[config.mk]
export PLATFORM = sky130hd
export DESIGN_NAME = shift_arbiter_flat
export DESIGN_NICKNAME = d
export VERILOG_FILES = /design/src/rtl/shift_arbiter_if.sv /design/src/rtl/shift_arbiter.sv /design/src/flat_wrapper.sv
export SDC_FILE = /design/constraint.sdc
export NUM_CORES = 1
export LEC_CHECK = 0
export ABC_AREA = 1
export ABC_CLOCK_PERIOD_IN_PS = 1300
export CAP_MARGIN = 5
export CORE_MARGIN = 2
export CORE_UTILIZATION = 36
export CTS_CLUSTER_SIZE = 30
export DETAILED_ROUTE_END_ITERATION = 7
export PLACE_DENSITY = 0.87
export RECOVER_POWER = 25
export SLEW_MARGIN = 20
export SYNTH_ARGS = -nofsm -noshare
export SYNTH_HDL_FRONTEND = slang
export SYNTH_SLANG_ARGS = --single-unit
[constraint.sdc]
create_clock -name clock_i -period 1.3 [get_ports clock_i]
set_clock_uncertainty 0.15 [all_clocks]
set_input_delay 0.195 -clock clock_i [delete_from_list [all_inputs] [get_ports clock_i]]
set_output_delay 0.195 -clock clock_i [all_outputs]
set_load 0.1 [all_outputs]
[src/rtl/shift_arbiter_if.sv]
// Request/response/shifter bundle for shift_arbiter: two tagged requesters, one response
// channel and the port pair toward the shared combinational barrel shifter.
interface shift_arbiter_if #(
  parameter int WIDTH = 32,
  parameter int AMT_W = 5
);
  logic             req0_valid;
  logic             req0_ready;
  logic [WIDTH-1:0] req0_data;
  logic [AMT_W-1:0] req0_amount;
  logic             req0_op;

  logic             req1_valid;
  logic             req1_ready;
  logic [WIDTH-1:0] req1_data;
  logic [AMT_W-1:0] req1_amount;
  logic             req1_op;

  logic             rsp_valid;
  logic             rsp_id;
  logic [WIDTH-1:0] rsp_data;
  logic             rsp_ready;

  logic [WIDTH-1:0] sh_data_in;
  logic [AMT_W-1:0] sh_amount;
  logic             sh_op;
  logic [WIDTH-1:0] sh_data_out;

  modport slave (
    input  req0_valid, req0_data, req0_amount, req0_op,
    input  req1_valid, req1_data, req1_amount, req1_op,
    input  rsp_ready, sh_data_out,
    output req0_ready, req1_ready,
    output rsp_valid, rsp_id, rsp_data,
    output sh_data_in, sh_amount, sh_op
  );

  modport master (
    output req0_valid, req0_data, req0_amount, req0_op,
    output req1_valid, req1_data, req1_amount, req1_op,
    output rsp_ready, sh_data_out,
    input  req0_ready, req1_ready,
    input  rsp_valid, rsp_id, rsp_data,
    input  sh_data_in, sh_amount, sh_op
  );
endinterface

[src/rtl/shift_arbiter.sv]
// Round-robin sequencer sharing one external barrel shifter between two requesters.
// Optional macro SHIFT_ARB_ZERO_BYPASS_EN: zero-amount requests skip EXEC (latency 1).
module shift_arbiter #(
  parameter int WIDTH = 32,
  parameter int AMT_W = 5,
  parameter int CNT_W = 16
) (
  input  logic             clock_i,
  input  logic             reset_n_i,
  shift_arbiter_if.slave   bus,
  output logic             busy_o,
  output logic [CNT_W-1:0] done_count_o
);

  typedef enum logic [1:0] {
    IDLE = 2'd0,
    EXEC = 2'd1,
    RESP = 2'd2
  } state_e;

  state_e           state_q;
  logic [WIDTH-1:0] data_q;
  logic [AMT_W-1:0] amount_q;
  logic             op_q;
  logic             id_q;
  logic             rr_last_q;
  logic [WIDTH-1:0] rsp_data_q;
  logic             rsp_valid_q;
  logic             busy_q;
  logic [CNT_W-1:0] done_count_q;

  logic             grant_valid_s;
  logic             grant_id_s;
  logic             accept_s;
  logic [WIDTH-1:0] sel_data_s;
  logic [AMT_W-1:0] sel_amount_s;
  logic             sel_op_s;

  // Grant: a lone requester wins; on a tie the requester not served last wins.
  always_comb begin
    grant_valid_s = 1'b0;
    grant_id_s    = 1'b0;
    if (bus.req0_valid && bus.req1_valid) begin
      grant_valid_s = 1'b1;
      grant_id_s    = ~rr_last_q;
    end else if (bus.req0_valid) begin
      grant_valid_s = 1'b1;
      grant_id_s    = 1'b0;
    end else if (bus.req1_valid) begin
      grant_valid_s = 1'b1;
      grant_id_s    = 1'b1;
    end else begin
      grant_valid_s = 1'b0;
      grant_id_s    = 1'b0;
    end
  end

  assign accept_s       = grant_valid_s & (state_q == IDLE);
  assign bus.req0_ready = reset_n_i & accept_s & ~grant_id_s;
  assign bus.req1_ready = reset_n_i & accept_s & grant_id_s;

  assign sel_data_s   = grant_id_s ? bus.req1_data   : bus.req0_data;
  assign sel_amount_s = grant_id_s ? bus.req1_amount : bus.req0_amount;
  assign sel_op_s     = grant_id_s ? bus.req1_op     : bus.req0_op;

  // The shifter only ever sees the latched operands, isolating it from the request ports.
  assign bus.sh_data_in = data_q;
  assign bus.sh_amount  = amount_q;
  assign bus.sh_op      = op_q;

  assign bus.rsp_valid = rsp_valid_q;
  assign bus.rsp_id    = id_q;
  assign bus.rsp_data  = rsp_data_q;
  assign busy_o        = busy_q;
  assign done_count_o  = done_count_q;

  // Sequencer FSM with all of its outputs held in registers.
  always_ff @(posedge clock_i or negedge reset_n_i) begin
    if (!reset_n_i) begin
      state_q      <= IDLE;
      data_q       <= {WIDTH{1'b0}};
      amount_q     <= {AMT_W{1'b0}};
      op_q         <= 1'b0;
      id_q         <= 1'b0;
      rr_last_q    <= 1'b1;
      rsp_data_q   <= {WIDTH{1'b0}};
      rsp_valid_q  <= 1'b0;
      busy_q       <= 1'b0;
      done_count_q <= {CNT_W{1'b0}};
    end else begin
      case (state_q)
        IDLE: begin
          if (accept_s) begin
            data_q    <= sel_data_s;
            amount_q  <= sel_amount_s;
            op_q      <= sel_op_s;
            id_q      <= grant_id_s;
            rr_last_q <= grant_id_s;
            busy_q    <= 1'b1;
`ifdef SHIFT_ARB_ZERO_BYPASS_EN
            if (sel_amount_s == {AMT_W{1'b0}}) begin
              rsp_data_q  <= sel_data_s;
              rsp_valid_q <= 1'b1;
              state_q     <= RESP;
            end else begin
              state_q <= EXEC;
            end
`else
            state_q <= EXEC;
`endif
          end
        end
        EXEC: begin
          rsp_data_q  <= bus.sh_data_out;
          rsp_valid_q <= 1'b1;
          state_q     <= RESP;
        end
        RESP: begin
          if (bus.rsp_ready) begin
            rsp_valid_q  <= 1'b0;
            busy_q       <= 1'b0;
            done_count_q <= done_count_q + {{(CNT_W-1){1'b0}}, 1'b1};
            state_q      <= IDLE;
          end
        end
        default: begin
          rsp_valid_q <= 1'b0;
          busy_q      <= 1'b0;
          state_q     <= IDLE;
        end
      endcase
    end
  end

endmodule

[src/flat_wrapper.sv]
// flat-port wrapper written by rule: the top's interface ports become plain ports
module shift_arbiter_flat 
#(
  parameter int WIDTH = 32,
  parameter int AMT_W = 5,
  parameter int CNT_W = 16
)
  (clock_i, reset_n_i, busy_o, done_count_o, bus_req0_valid, bus_req0_data, bus_req0_amount, bus_req0_op, bus_req1_valid, bus_req1_data, bus_req1_amount, bus_req1_op, bus_rsp_ready, bus_sh_data_out, bus_req0_ready, bus_req1_ready, bus_rsp_valid, bus_rsp_id, bus_rsp_data, bus_sh_data_in, bus_sh_amount, bus_sh_op);
  shift_arbiter_if #(.WIDTH(WIDTH), .AMT_W(AMT_W)) bus_i ();
  input  logic clock_i;
  input  logic reset_n_i;
  output logic busy_o;
  output logic [CNT_W-1:0] done_count_o;
  input wire logic [$bits(bus_i.req0_valid)-1:0] bus_req0_valid;
  input wire logic [$bits(bus_i.req0_data)-1:0] bus_req0_data;
  input wire logic [$bits(bus_i.req0_amount)-1:0] bus_req0_amount;
  input wire logic [$bits(bus_i.req0_op)-1:0] bus_req0_op;
  input wire logic [$bits(bus_i.req1_valid)-1:0] bus_req1_valid;
  input wire logic [$bits(bus_i.req1_data)-1:0] bus_req1_data;
  input wire logic [$bits(bus_i.req1_amount)-1:0] bus_req1_amount;
  input wire logic [$bits(bus_i.req1_op)-1:0] bus_req1_op;
  input wire logic [$bits(bus_i.rsp_ready)-1:0] bus_rsp_ready;
  input wire logic [$bits(bus_i.sh_data_out)-1:0] bus_sh_data_out;
  output wire logic [$bits(bus_i.req0_ready)-1:0] bus_req0_ready;
  output wire logic [$bits(bus_i.req1_ready)-1:0] bus_req1_ready;
  output wire logic [$bits(bus_i.rsp_valid)-1:0] bus_rsp_valid;
  output wire logic [$bits(bus_i.rsp_id)-1:0] bus_rsp_id;
  output wire logic [$bits(bus_i.rsp_data)-1:0] bus_rsp_data;
  output wire logic [$bits(bus_i.sh_data_in)-1:0] bus_sh_data_in;
  output wire logic [$bits(bus_i.sh_amount)-1:0] bus_sh_amount;
  output wire logic [$bits(bus_i.sh_op)-1:0] bus_sh_op;
  assign bus_i.req0_valid = bus_req0_valid;
  assign bus_i.req0_data = bus_req0_data;
  assign bus_i.req0_amount = bus_req0_amount;
  assign bus_i.req0_op = bus_req0_op;
  assign bus_i.req1_valid = bus_req1_valid;
  assign bus_i.req1_data = bus_req1_data;
  assign bus_i.req1_amount = bus_req1_amount;
  assign bus_i.req1_op = bus_req1_op;
  assign bus_i.rsp_ready = bus_rsp_ready;
  assign bus_i.sh_data_out = bus_sh_data_out;
  assign bus_req0_ready = bus_i.req0_ready;
  assign bus_req1_ready = bus_i.req1_ready;
  assign bus_rsp_valid = bus_i.rsp_valid;
  assign bus_rsp_id = bus_i.rsp_id;
  assign bus_rsp_data = bus_i.rsp_data;
  assign bus_sh_data_in = bus_i.sh_data_in;
  assign bus_sh_amount = bus_i.sh_amount;
  assign bus_sh_op = bus_i.sh_op;
  shift_arbiter #(.WIDTH(WIDTH), .AMT_W(AMT_W), .CNT_W(CNT_W)) u_core (.clock_i(clock_i), .reset_n_i(reset_n_i), .bus(bus_i), .busy_o(busy_o), .done_count_o(done_count_o));
endmodule
==> results.toml, run 1 <==
[status]
status = "finished with violations"
violations = "negative setup slack"

[grt]
grtUsageTotal = 0.278
grt_pass1_vias = 4614
grt_pass1_wl_mm = 25.2
overflow = 0
antenna_found_initial = 1
grt_start_max_net_pins = 93

[routing]
route.detailed.drc = 0
route.final.wire_length_mm = 19.2
drt_first_pass_iters = 5
dr_total_vias = 4492
ant_nets = 0
vias_per_cell = 5.27
avgRoutedWirePerCell_um = 22.5
drt_iter0_markers = 299

[cells_and_area]
syn2layout_area_growth_pct = 126
post-route-util = 0.842
drive_above_1_share = 0.537
layout.nets = 820
n_fill_cell = 489

[timing]
clock.fmax_ghz = 0.554
rsz0062_at_grt = "true"
hold_viol = 0
slew_headroom = 0.660
fin_ws_ps = -507
setup_viol = 122
period_share = 1.39
finalMaxSlewViolations = 0
period_needed_ps = 1810
worst_pin_slew_ps = 510

[worst_setup_path]
path_cells = "nand2_2 > nand2_2 > inv_4 > nor3_4 > buf_12"
cpMostUsedCell = "nand2_2"
arrival_ps = 1460
worstPathMaxFanout = 4
critPathMaxStageDelay_ps = 560
cp-start-kind = "flip-flop"
cp-end-kind = "output pin"
crit_type = "flip-flop to output pin"
cp_slowest_cell = "dfstp_2"
crit_required_ps = 950

[synth]
synth-edff-count = 0
synth_top_area_frac = 0.560
syn_nets = 522
ys_types = 27
synth_flop_cell = "dfrtp_1"
synthXorXnorAreaFrac = 0.0129
synth-simple-area-share = 0.159
yosysTopAreaCell = "dfrtp_1"
synth_compound_area_frac = 0.114
synth_top_family_by_area = "simple AND/OR/NAND/NOR gates"
synth-adder-area-share = 0.00308
synthArstFlopShare = 1.00
yosys-top-cells-count = "dfrtp_1, nand2_1, nor2_1"
netlist_instances = 408
ys_warn_count = 0
seq_area_frac_synth = 0.566
post-synth-top-count-cell = "dfrtp_1"
synth-seq-cells = 92
synth.area.top_cells = "dfrtp_1, mux2_2, nand2_1"
syn_area_per_cell_um2 = 9.97
synth_area_um2 = 4070
synthMuxAreaShare = 0.0914

[floorplanning]
start_util = 0.372
dieHeight_um = 110
ioPinCount = 204
core_area_um2 = 10900
fp.dieW_um = 110
row_count = 38
die_area_um2 = 12200

[clock_network]
clockBufferDepth = 2
cts_tree = "built"
numCtsBuffers = 9
insertion_delay_ps = 350
clkTransAtPathRegs_ps = 70
htree_levels = 3
clockRootBuffer = "clkbuf_16"
clock_sinks = 92

[place]
io_buffers = 203
post-dp-hpwl_mm = 9.67
gp_congestion = 0.824

[worst_hold_path]
min_path_type = "primary input to flip-flop"

[job]
maxCapViolations = 0
[metal layers]
layer  vias up  part of all wire  track usage
met5         -                 0            0
met4         0             0.044        0.125
met3        71             0.084       0.0688
met2       301              0.52        0.509
met1      2175              0.35        0.302
li1       1945                 -            -
[worst max-delay path, delay by kind of cell, from the launching register on]
| kind | cells | cell delay (ps) |
|---|---|---|
| buffers and inverters | 2 | 250 |
| flip-flops | 1 | 560 |
| AND/OR/NAND/NOR | 3 | 300 |
[cells by family after synthesis]
logic type	Yosys count
adders and majority gates	1
and+or+nand+nor	152
muxes	33
AOI/OAI and AO/OA	82
xor gates and xnor gates	6
buffers and inverters	42
DFF	92
[final cells by class]
type | count | area, um^2 | share of cell area
Inverter | 23 | 101 | 0.0110
Multi-Input combinational cell | 275 | 1890 | 0.205
Clock buffer | 9 | 225 | 0.0245
Timing Repair Buffer | 305 | 4260 | 0.462
Antenna cell | 1 | 2.50 | 0.000272
Tap cell | 140 | 175 | 0.0190
Clock inverter | 7 | 124 | 0.0135
Sequential cell | 92 | 2440 | 0.265
[state kept, by name (all words and copies together) (netlist names)]
register,cells
u_core.rr_last_q,1
u_core.bus.rsp_valid,1
u_core.bus.rsp_id,1
u_core.state_q,2
u_core.bus.sh_op,1
u_core.done_count_o,16
u_core.bus.sh_data_in,32
u_core.bus.sh_amount,5
u_core.bus.rsp_data,32
u_core.busy_o,1
[layout by cell type (no fill, tap or decap), types with 2 or more instances in the layout]
cell type	count
inv_2	3
buf_6	25
nor2_1	42
inv_1	16
clkbuf_16	12
xnor2_1	2
buf_12	108
dfrtp_1	11
inv_4	3
dfrtp_4	13
o21ai_2	12
nand2_2	17
nand3_4	4
o21ai_1	60
buf_16	8
o21bai_1	4
nand4_1	8
nand3_1	2
clkinv_4	2
mux2_4	32
dfrtp_2	67
buf_4	46
nand3_2	4
clkdlybuf4s50_1	110
bufinv_16	3
nand2_1	63
nor2_4	5
o21ai_0	5
nor2_2	3
[final timing paths]
kind	from	slack, ps	depth (start not counted)	endpoint
min	bus_req1_data[13]	290	3	u_core.bus.sh_data_in[13]$_DFFE_PN0P_
max	u_core.rr_last_q$_DFFE_PN1P_	-510	5	bus_req0_ready
max in group asynchronous	reset_n_i	120	3	u_core.done_count_o[11]$_DFFE_PN0P_
min reg2reg	u_core.rr_last_q$_DFFE_PN1P_	370	2	u_core.rr_last_q$_DFFE_PN1P_
min in group asynchronous	reset_n_i	420	3	u_core.bus.sh_amount[2]$_DFFE_PN0P_
max reg2reg	u_core.done_count_o[7]$_DFFE_PN0P_	-450	6	u_core.done_count_o[15]$_DFFE_PN0P_
[through the flow]
stage / setup TNS, ps / setup WS [ps] / area (um^2) / hold WS [ps] / cells
final: -27440 / -507 / 9210 / 291 / 852
after global routing: -32430 / -567 / 9200 / 312 / 851
after CTS: -30660 / -539 / 8760 / 289 / 822
after detailed placement: -25740 / -505 / 7580 / 162 / 764
after global placement: -22710 / -462 / 7580 / 149 / 764
after floorplan: -3680 / -631 / 4290 / -251 / 408
[what timing repair did]
item / in CTS / in global routing
hold buffers: 1 / 0
hold endpoints to repair: 91 / 0
cloned: 11 / 3
pin swaps: 23 / 32
endpoints found under the setup margin: 104 / 161
resized for setup: 91 / 45
buffers inserted: 31 / 33
Power of run 1 is not shown: default switching activity piles up to over one toggle a cycle in this logic, so the estimate is an artifact.
==> inputs of run 2 (changes only) <==
--- a/config.mk
+++ b/config.mk
@@ -14,6 +14,7 @@
 export DETAILED_ROUTE_END_ITERATION = 7
 export PLACE_DENSITY = 0.87
 export RECOVER_POWER = 25
+export SKIP_LAST_GASP = 1
 export SLEW_MARGIN = 20
 export SYNTH_ARGS = -nofsm -noshare
 export SYNTH_HDL_FRONTEND = slang
==> results.toml, run 2 (synthesis results as in run 1) <==
[status]
status = "finished with violations"
violations = "negative setup slack"

[grt]
antenna_found_initial = 0
grt_pass1_wl_mm = 24.4
overflow = 0
grt_start_max_net_pins = 93
grt_pass1_vias = 4542
grtUsageTotal = 0.269

[worst_setup_path]
r2r_start = "u_core.state_q[1]$_DFFE_PN0P_"
worst-path-buf-inv = 2
path_cells = "nand2_2 > nand2_4 > inv_4 > nor3_4 > buf_12"
crit_required_ps = 950
crit_path_start = "u_core.rr_last_q$_DFFE_PN1P_"
cp-end-kind = "output pin"
regToRegSetupSlack_ps = -360
rr_worst_depth = 7
worstPathMaxFanout = 4
r2r-end = "u_core.bus.rsp_data[27]$_DFFE_PN0P_"
arrival_ps = 1450
critPathMaxStageDelay_ps = 550
cp-start-kind = "flip-flop"
crit_type = "flip-flop to output pin"
cp_slowest_cell = "dfstp_2"
critPathTopFamily = "flip-flops"

[timing]
period_needed_ps = 1790
clock.fmax_ghz = 0.557
worst_pin_slew_ps = 487
fin_ws_ps = -494
setup_viol = 114
slew_headroom = 0.675
period_share = 1.38
hold_viol = 0
holdWs_ps = 289
rsz0062_at_grt = "true"
finalMaxSlewViolations = 0

[floorplanning]
ioPinCount = 204
die_area_um2 = 12200
fp.dieW_um = 110
core_area_um2 = 10900
row_count = 38
dieHeight_um = 110
start_util = 0.372

[worst_hold_path]
hold_depth = 3
holdCritStartpoint = "bus_req1_data[20]"
whs_endpoint = "u_core.bus.sh_data_in[20]$_DFFE_PN0P_"
min_path_type = "primary input to flip-flop"

[cells_and_area]
n_fill_cell = 552
design_area_um2 = 8860
seqCellArea_um2 = 2440
drive_above_1_share = 0.514
mostFrequentLayoutCells = "clkdlybuf4s50_1, buf_12, nand2_1, dfrtp_2, buf_4"
multi_input_area_um2 = 1760
final_common_cell = "clkdlybuf4s50_1"
syn2layout_area_growth_pct = 118
layout.nets = 812

[clock_network]
htree_levels = 3
clockRootBuffer = "clkbuf_16"
cts_tree = "built"
insertion_delay_ps = 350
clock_sinks = 92
numCtsBuffers = 9
clockBufferDepth = 2
clkTransAtPathRegs_ps = 70

[place]
gp_congestion = 0.824
post-dp-hpwl_mm = 9.67
placed_area_um2 = 7580
io_buffers = 203

[job]
maxCapViolations = 0

[routing]
dr_total_vias = 4280
ant_nets = 0
avgRoutedWirePerCell_um = 20.3
drt_iter0_markers = 238
route.final.wire_length_mm = 17.1
drt_first_pass_iters = 5
route.detailed.drc = 0
vias_per_cell = 5.07
## run 2: cell types whose count changed in the layout (fill, tap and decap cells not counted), sizes merged
cell	before	now
clkbuf	13	12
buf	188	181
## run 2: metrics by stage
stage	utilization	std cells	setup WS [ps]	TNS [ps]
finish	0.810	844	-494	-25860
global route	0.810	843	-537	-30990
CTS	0.793	822	-539	-31460
detailed placement	0.693	764	-505	-25740
global placement	0.693	764	-462	-22710
floorplan	-	408	-631	-3680
## run 2: worst reg2reg max path: stages, from the launching register on
cell and delay (ps):
dfrtp_2 430, buf_4 140, buf_6 120, inv_6 60, nand2_8 70, buf_12 140, buf_16 130, mux2_4 300
## run 2: worst max-delay path by stage
stage	end	slack, ps	cells past startpoint
after global routing	bus_req0_ready	-540	4
after floorplan	bus_req0_ready	-630	4
after global placement	bus_req1_ready	-460	6
after detailed placement	u_core.bus.sh_data_in[3]$_DFFE_PN0P_	-510	6
final	bus_req0_ready	-490	5
after CTS	bus_req0_ready	-540	5
## run 2: final cells by class
class                           instances  area share
Antenna cell                            1    0.000282
Clock buffer                            9      0.0254
Clock inverter                          7      0.0140
Inverter                               23      0.0117
Multi-Input combinational cell        275       0.198
Sequential cell                        92       0.275
Tap cell                              140      0.0198
Timing Repair Buffer                  297       0.456
## run 2: per-layer routing
metal | part of all wire | global-route usage | up-vias
li1 | - | - | 1929
met2 | 0.53 | 0.484 | 253
met1 | 0.36 | 0.294 | 2037
met4 | 0.040 | 0.108 | 0
met3 | 0.073 | 0.0811 | 61
met5 | 0 | 0 | -
## run 2: repair_timing
| action | CTS | global route |
|---|---|---|
| resized for setup | 58 | 30 |
| setup endpoints to repair | 104 | 175 |
| pin swaps | 21 | 30 |
| cloned | 11 | 3 |
| buffers inserted | 31 | 30 |
| hold buffers | 1 | 0 |
| hold endpoints to repair | 91 | 0 |
Power of run 2 is left out for the same reason.
